### config.mk
export PLATFORM = sky130hd
export DESIGN_NAME = snoop_responder
export DESIGN_NICKNAME = d
export VERILOG_FILES = /design/src/rtl/snoop_responder.sv
export SDC_FILE = /design/constraint.sdc
export NUM_CORES = 1
export LEC_CHECK = 0
export BUFFER_PORTS_ARGS = -buffer_cell sky130_fd_sc_hd__buf_4
export CAP_MARGIN = 0
export CORE_AREA = 2 2 95 97
export CTS_BUF_LIST = sky130_fd_sc_hd__clkbuf_4 sky130_fd_sc_hd__clkbuf_8
export DETAILED_ROUTE_END_ITERATION = 10
export DIE_AREA = 0 0 97 99
export MAX_ROUTING_LAYER = met4
export PLACE_DENSITY = 0.66
export SLEW_MARGIN = 10
export SYNTH_ARGS = -nofsm -noshare
export SYNTH_HDL_FRONTEND = slang
export SYNTH_SLANG_ARGS = --single-unit
### constraint.sdc
create_clock -name clk -period 2.1 [get_ports clk]
set_input_delay 0.42 -clock clk [delete_from_list [all_inputs] [get_ports clk]]
set_output_delay 0.42 -clock clk [all_outputs]
set_load 0.005 [all_outputs]
### src/rtl/snoop_responder.sv
// Snoop side of one cache on the 15-bit snooping bus: watches resolved bus
// transactions, applies MSI transitions to a 4-line direct-mapped store and
// drives a write-back word when a remote miss hits a local Modified line.
// Also owns the processor-side write port of the line store.
module snoop_responder #(
  parameter int unsigned RESP_HOLD = 2,
  parameter int unsigned MY_ID     = 0
) (
  input  logic        clk,
  input  logic        rst_n,
  input  logic [14:0] bus_in,
  input  logic        bus_strobe,
  input  logic        own_emit,
  input  logic        lcl_wr_en,
  input  logic [2:0]  lcl_tag,
  input  logic [1:0]  lcl_state,
  input  logic [7:0]  lcl_data,
  output logic        lcl_wr_nack,
  output logic [14:0] bus_R_OUT,
  output logic        snoop_busy,
  output logic        proto_err,
  output logic        overrun
);

  localparam int unsigned TAG_W  = 3;
  localparam int unsigned MSG_W  = 3;
  localparam int unsigned DATA_W = 8;
  localparam int unsigned WORD_W = 15;
  localparam int unsigned LINES  = 4;
  localparam int unsigned IDX_W  = 2;
  localparam int unsigned ST_W   = 2;
  localparam int unsigned CNT_W  = 3;

  localparam logic [MSG_W-1:0] MSG_READ_MISS  = 3'b001;
  localparam logic [MSG_W-1:0] MSG_WRITE_MISS = 3'b010;
  localparam logic [MSG_W-1:0] MSG_INVALIDATE = 3'b011;
  localparam logic [MSG_W-1:0] MSG_WRITE_BACK = 3'b100;

  localparam logic [ST_W-1:0] LS_I = 2'b00;
  localparam logic [ST_W-1:0] LS_S = 2'b01;
  localparam logic [ST_W-1:0] LS_M = 2'b10;

  typedef enum logic [1:0] {
    ST_IDLE    = 2'd0,
    ST_LOOKUP  = 2'd1,
    ST_RESPOND = 2'd2
  } fsm_t;

  fsm_t               state_q, state_d;
  logic [TAG_W-1:0]   cap_tag_q, cap_tag_d;
  logic [MSG_W-1:0]   cap_msg_q, cap_msg_d;
  logic [CNT_W-1:0]   cnt_q, cnt_d;
  logic [WORD_W-1:0]  resp_q, resp_d;
  logic               nack_q, nack_d;
  logic               perr_q, perr_d;
  logic               ovr_q, ovr_d;

  logic [TAG_W-1:0]   line_tag_q  [LINES];
  logic [TAG_W-1:0]   line_tag_d  [LINES];
  logic [ST_W-1:0]    line_st_q   [LINES];
  logic [ST_W-1:0]    line_st_d   [LINES];
  logic [DATA_W-1:0]  line_data_q [LINES];
  logic [DATA_W-1:0]  line_data_d [LINES];

  logic [IDX_W-1:0]   snp_idx;
  logic [IDX_W-1:0]   wr_idx;
  logic               snp_hit;
  logic               strobe_acc;
  logic [ST_W-1:0]    wr_state;

  // Only tag and message of the bus word matter here; the rest is deliberately unused.
  logic unused_bits;
  assign unused_bits = ^{bus_in[8:0], 1'(MY_ID)};

  // Lookup address, hit detection and sanitised local write state.
  assign snp_idx    = cap_tag_q[IDX_W-1:0];
  assign wr_idx     = lcl_tag[IDX_W-1:0];
  assign snp_hit    = (line_st_q[snp_idx] != LS_I) && (line_tag_q[snp_idx] == cap_tag_q);
  assign strobe_acc = bus_strobe && !own_emit;
  assign wr_state   = (lcl_state == 2'b11) ? LS_I : lcl_state;

  // Next-state, line-store update and response decision.
  always_comb begin
    state_d     = state_q;
    cap_tag_d   = cap_tag_q;
    cap_msg_d   = cap_msg_q;
    cnt_d       = cnt_q;
    resp_d      = resp_q;
    nack_d      = 1'b0;
    perr_d      = perr_q;
    ovr_d       = ovr_q;
    line_tag_d  = line_tag_q;
    line_st_d   = line_st_q;
    line_data_d = line_data_q;

    unique case (state_q)
      ST_IDLE: begin
        if (strobe_acc) begin
          cap_tag_d = bus_in[14:12];
          cap_msg_d = bus_in[11:9];
          state_d   = ST_LOOKUP;
          if (lcl_wr_en) nack_d = 1'b1;
        end else if (lcl_wr_en) begin
          line_tag_d[wr_idx]  = lcl_tag;
          line_st_d[wr_idx]   = wr_state;
          line_data_d[wr_idx] = lcl_data;
        end
      end

      ST_LOOKUP: begin
        if (strobe_acc) ovr_d  = 1'b1;
        if (lcl_wr_en)  nack_d = 1'b1;
        state_d = ST_IDLE;
        if (snp_hit) begin
          unique case (cap_msg_q)
            MSG_READ_MISS: begin
              if (line_st_q[snp_idx] == LS_M) begin
                line_st_d[snp_idx] = LS_S;
                state_d            = ST_RESPOND;
              end
            end
            MSG_WRITE_MISS: begin
              if (line_st_q[snp_idx] == LS_M) state_d = ST_RESPOND;
              line_st_d[snp_idx] = LS_I;
            end
            MSG_INVALIDATE: begin
              if (line_st_q[snp_idx] == LS_M) perr_d = 1'b1;
              line_st_d[snp_idx] = LS_I;
            end
            default: ;
          endcase
        end
        if (state_d == ST_RESPOND) begin
          resp_d = {cap_tag_q, MSG_WRITE_BACK, 1'b1, line_data_q[snp_idx]};
          cnt_d  = CNT_W'(RESP_HOLD);
        end
      end

      ST_RESPOND: begin
        if (strobe_acc) ovr_d  = 1'b1;
        if (lcl_wr_en)  nack_d = 1'b1;
        if (cnt_q <= CNT_W'(1)) begin
          cnt_d   = '0;
          resp_d  = '0;
          state_d = ST_IDLE;
        end else begin
          cnt_d = cnt_q - CNT_W'(1);
        end
      end

      default: state_d = ST_IDLE;
    endcase
  end

  // State, line store and registered outputs with synchronous reset.
  always_ff @(posedge clk) begin
    if (!rst_n) begin
      state_q   <= ST_IDLE;
      cap_tag_q <= '0;
      cap_msg_q <= '0;
      cnt_q     <= '0;
      resp_q    <= '0;
      nack_q    <= 1'b0;
      perr_q    <= 1'b0;
      ovr_q     <= 1'b0;
      for (int i = 0; i < LINES; i++) begin
        line_tag_q[i]  <= '0;
        line_st_q[i]   <= LS_I;
        line_data_q[i] <= '0;
      end
    end else begin
      state_q     <= state_d;
      cap_tag_q   <= cap_tag_d;
      cap_msg_q   <= cap_msg_d;
      cnt_q       <= cnt_d;
      resp_q      <= resp_d;
      nack_q      <= nack_d;
      perr_q      <= perr_d;
      ovr_q       <= ovr_d;
      line_tag_q  <= line_tag_d;
      line_st_q   <= line_st_d;
      line_data_q <= line_data_d;
    end
  end

  assign bus_R_OUT   = resp_q;
  assign lcl_wr_nack = nack_q;
  assign proto_err   = perr_q;
  assign overrun     = ovr_q;
  assign snoop_busy  = (state_q != ST_IDLE);

endmodule

Word-level counts from Yosys, hierarchy flattened
Cells that the tools add are included.
Widths: inputs -> output; s select.
{ "classes": {"addsub": 1, "magnitude_cmp": 5, "eq_ne": 17, "mux": 43, "bitwise": 8, "reduce_logical": 21} }
{ "op_table": {"columns": ["operator", "n"], "rows": [
  ["$mux 8", 7],
  ["$bwmux 32", 1],
  ["$pmux 8 s2", 2],
  ["$mux 15", 2],
  ["$pmux 15 s2", 1],
  ["$mux 2", 11],
  ["$bmux 8 s2", 1],
  ["$demux 8 s2", 1],
  ["$mux 3", 5],
  ["$bwmux 12", 1],
  ["$ne 2x2->1 const B", 6],
  ["$and 8x8->8", 1],
  ["$bwmux 8", 1],
  ["$demux 2 s2", 2],
  ["$eq 2x2->1 const B", 4],
  ["$not 8->8", 1],
  ["$reduce_and 2->1", 4],
  ["$reduce_bool 2->1", 4],
  ["$bmux 3 s2", 1],
  ["$demux 3 s2", 1],
  ["$eq 3x2->1 const B", 2],
  ["$ge 3x3->1 const B", 2],
  ["$lt 3x1->1 const B", 2],
  ["$not 2->3", 2],
  ["other kinds (23)", 30]
]} }
{ "word_totals": {"register_bits": 81, "input_bits": 33, "output_inout_bits": 19, "elab_cells": 115} }

Depth between registers and ports, before layout
{ "logic_depth": {"word_depth": 12, "depth_mapped": 10, "mapped_depth_nobuf": 7} }

Least setup slack after synthesis
No wires, ideal clock.
{ "synth_timing": {"path_type": "register -> register", "startpoint": "register state_q[0]", "endpoint": "register line_data_q[10] (netlist name)", "setup_ns": 0.128, "arrival_time_ns": 1.980, "required_time_ns": 1.972, "slack_ns": -0.008, "stages_incl_launch_ff": 11, "n_path_buf": 3, "synth_period_minus_slack_ns": 2.108, "cell_sequence": "dfxtp_1 inv_1 ha_1 buf_2 nand2_1 or2_2 clkbuf_1 nor3b_1 buf_2 mux2i_1 nor2_1"} }
{ "synth_between": {"elab_chain_len": 2} }
{ "synth_lines": {"columns": ["item", "line_no", "text"], "rows": [
  ["start, declared", "49", "fsm_t state_q, state_d;"],
  ["start signal, assigned", "172", "state_q <= state_d;"],
  ["$logic_not 2->1", "96", "unique case (state_q)"],
  ["$reduce_and 3->1 (no line)", null, null],
  ["end signal, assigned", "182", "line_data_q <= line_data_d;"],
  ["end, declared", "62", "logic [DATA_W-1:0] line_data_q [LINES];"]
]} }
No other way between the ends.
A chain may end at the register's enable or synchronous reset.

Worst setup path after layout
{ "layout_timing": {"startpoint": "register cap_tag_q[0]", "endpoint": "register state_q[1]"} }
{ "layout_between": {"elab_chain_len": 10, "word_cells_on_any_way": 16, "classes_between": "2 x eq/ne; 11 x mux; 1 x bitwise; 2 x reduce/logical"} }
{ "layout_lines": {"columns": ["item", "line_no", "text"], "rows": [
  ["start, declared", "50", "logic [TAG_W-1:0] cap_tag_q, cap_tag_d;"],
  ["start signal, assigned", "173", "cap_tag_q <= cap_tag_d;"],
  ["$not 2->3 (not written as such)", "78, 117, 123", null],
  ["$bmux 2 s2", "78, 117, 123", null],
  ["$mux 2 (not written as such) (2 in series)", "78, 117, 123", null],
  ["$eq 2x2->1", "117, 123", null],
  ["$mux 2", "117, 123", null],
  ["$mux 2", null, null],
  ["$mux 2 *", "114", "if (snp_hit) begin"],
  ["$mux 2 *", "96", null],
  ["$pmux 2 s3 *", "96", null]
]} }
Mark *: on every way between the ends. The rest lies on a longest branch, timed or not. The select of a mux whose other input is x is not followed.

==> flow_summary.json <==
{
  "status": "finished, violations left",
  "violations": "negative setup slack",
  "fin_crit_sh": 1.029,
  "irDropWorstVdd_uv": 401.8,
  "rsz0062_at_grt": "true",
  "via_per_inst": 5.507,
  "synth_ff_type": "dfxtp_1",
  "worstSetupPathType": "flop to flop",
  "setup.worst_path.start_class": "flop",
  "ctsHtreeMaxLevel": 3,
  "syn_area_sq_um": 3751,
  "synth_top_area_frac": 0.4163,
  "stdcell_area_sq_um": 4619,
  "io_buffer_count": 40,
  "numCtsBuffers": 9,
  "antenna_cells": 0,
  "finalSetupViolCount": 4,
  "holdBufCountCts": 0,
  "tightest_slew_ns": 0.4905,
  "grt_pass1_wl_um": 14950,
  "clkPwrFrac": 0.374,
  "grt_pass1_vias": 3084,
  "cts.sinks": 78,
  "crit_fanout": 6,
  "synth-async-reset-ratio": 0,
  "fill_cells": 794,
  "grt_overflow_total": 0,
  "avgRoutedWirePerCell_um": 15.17,
  "io_pins": 52,
  "drive_above_1_share": 0.2416,
  "yosysMostFrequentCell": "dfxtp_1",
  "dpl.hpwl_um": 6221,
  "worstPathArrival_ns": 2.44,
  "vias": 3216,
  "p_seq_frac": 0.502,
  "grt_max_degree": 37,
  "fp-row-count": 34,
  "cp-end-kind": "flop",
  "relSlewSlack": 0.6705,
  "synth_edf_count": 0,
  "finalWorstSetupSlack_ns": -0.06094,
  "cts_tree": "built",
  "hold_viol": 0,
  "path_clk_slew_ns": 0.08,
  "syn_avg_cell_area_sq_um": 8.953,
  "initial_core_util": 0.4387,
  "swShare": 0.2646,
  "die_h_um": 99,
  "path_cells": "buf_6 > mux4_2 > or4_4 > or3_1 > a21oi_2",
  "drtAntennaViolNets": 0,
  "dr.pass1.iters": 4,
  "leakagePower_uw": 0.001746,
  "dieArea_sq_um": 9603,
  "nets": 510,
  "critPathSlowestCell": "mux4_2",
  "internal-power_uw": 2267,
  "p_per_area_nw_per_um2": 667.3,
  "ys_seq_elements": 78,
  "synth.yosys.seq_area_share": 0.4163,
  "drv_cap": 0,
  "synth_common_cells": "78 x dfxtp_1, 72 x nor2_1, 40 x nand2_1, 39 x mux2i_1",
  "root_buffer": "clkbuf_8",
  "grt_antenna_before_repair": 0,
  "placed_area_sq_um": 4333,
  "slew_viol_final": 0,
  "yosys_warnings": 0,
  "synth_area_leaders": "dfxtp_1 42%, mux2i_1 10%, nor2_1 7.2%, mux4_2 7.2%, nand2_1 4.0%",
  "yosys.area.top_type": "dfxtp_1",
  "fmax_mhz": 462.8,
  "routed_wl_um": 8860,
  "power.share.combinational": 0.124,
  "drc": 0,
  "gp_congestion": 0.8700,
  "finalClockSkew_ns": 0.01311,
  "cts_max_path_buffers": 2,
  "dp_slack_ns": -0.06321,
  "netlist-cell-type-count": 51,
  "p_switching_uw": 815.7,
  "initialDrtViolationCount": 204,
  "grtUsageTotal": 0.1969,
  "die_w_um": 97,
  "area_growth_pct": 23.15,
  "core_area_sq_um": 8551,
  "hold_path.class": "primary input to flop",
  "worst_ep_required_time_ns": 2.38,
  "max_stage_delay_ns": 0.55,
  "worstSkewPairLatency_ns": 0.35,
  "synthCells": 419,
  "period_needed_ns": 2.161
}
cell usage in the layout, fill, tap and decap left out, drive strengths merged, types with 2 or more instances in the layout:
cell type	synthesis	routed
and3	3	3
inv	6	7
a41oi	5	5
nor2b	6	6
nor2	72	72
o21ai	17	17
or2	2	2
buf	13	69
nor3b	6	6
clkbuf	16	10
clkinv	0	3
nor3	8	8
mux4	12	12
o311ai	3	3
nor4	4	4
nand2b	4	4
or4	2	2
o31ai	5	5
and2	10	10
xor2	2	2
conb	1	2
nand3b	2	2
a211oi	3	3
ha	6	6
mux2i	39	39
dfxtp	78	78
a21oi	16	16
or3	4	4
a31oi	10	10
nand3	10	10
nand2	40	40
logic make-up (layout without fill, tap and decap cells):
family | Yosys count | after routing | synth area share
other cells | 1 | 2 | 0.0009997
flops | 78 | 78 | 0.4163
xor+xnor | 2 | 2 | 0.004671
simple gates | 175 | 175 | 0.2175
buf+inv | 35 | 91 | 0.04269
mux | 51 | 51 | 0.1761
fa+ha+maj | 6 | 6 | 0.02001
compound gates | 71 | 71 | 0.1218
state kept, by name, summed over array words and instances (netlist names), named ones only:
name,count
line_tag_q,12
state_q,2
proto_err,1
cap_msg_q,3
bus_R_OUT,12
lcl_wr_nack,1
cnt_q,3
overrun,1
line_st_q,4
cap_tag_q,3
line_data_q,32
cell type report:
cell class	count	area [sq um]	share of cell area
multi-input cells	307	2103	0.4553
repair buffers	69	591.8	0.1281
flip-flops and latches	78	1564	0.3386
clock buffers	10	131.4	0.02844
clock inverters	6	71.32	0.01544
well taps	108	135.1	0.02925
inverters	6	22.52	0.004875
metrics by stage:
stage | std cells | total power [uW] | hold slack [ns] | TNS (ns) | util
floorplan | 420 | 1791 | 0.4046 | 0 | -
finish | 584 | 3083 | 0.3224 | -0.08981 | 0.5402
detailed placement | 566 | 1934 | 0.4216 | -0.2958 | 0.5067
global placement | 566 | 1926 | 0.4119 | -0.05461 | 0.5067
CTS | 584 | 3093 | 0.3103 | -0.04521 | 0.5341
global route | 584 | 3232 | 0.3060 | -1.187 | 0.5402
metal layers:
| layer | wire [um] | global-route usage |
|---|---|---|
| met2 | 4170 | 0.2981 |
| met4 | 74 | 0.04659 |
| met1 | 4242 | 0.2723 |
| met3 | 372 | 0.04113 |
| met5 | 0 | - |
power by group through the flow:
stage | clock [uW] | combinational [uW] | sequential (uW)
2_1_floorplan | 0 | 219 | 1570
3_3_place_gp | 0 | 348 | 1580
3_5_place_dp | 0 | 353 | 1580
4_1_cts | 1180 | 362 | 1550
5_1_grt | 1260 | 416 | 1550
6_report | 1150 | 381 | 1550
worst max-delay path: cells and delay by family (launching register included):
family | cells | cell delay [ns]
AOI/OAI and AO/OA | 1 | 0.14
buffers and inverters | 1 | 0.14
DFF | 1 | 0.35
muxes | 1 | 0.55
and+or+nand+nor | 2 | 0.91
final timing paths:
| path | cells after the start | startpoint | slack [ns] | endpoint |
|---|---|---|---|---|
| min | 3 | lcl_wr_en | 0.32 | lcl_wr_nack |
| min reg2reg | 2 | line_tag_q[7] | 0.43 | line_tag_q[7] |
| max reg2reg | 5 | cap_tag_q[0] | -0.06 | state_q[1] |
| max | 5 | cap_tag_q[0] | -0.06 | state_q[1] |
repair_timing:
action,4_1_cts,5_1_grt
buffers inserted,2,0
endpoints found under the setup margin,13,48
gates resized for setup,4,13
pin swaps,5,1
No activity file was read; power rests on OpenSTA's default activity.
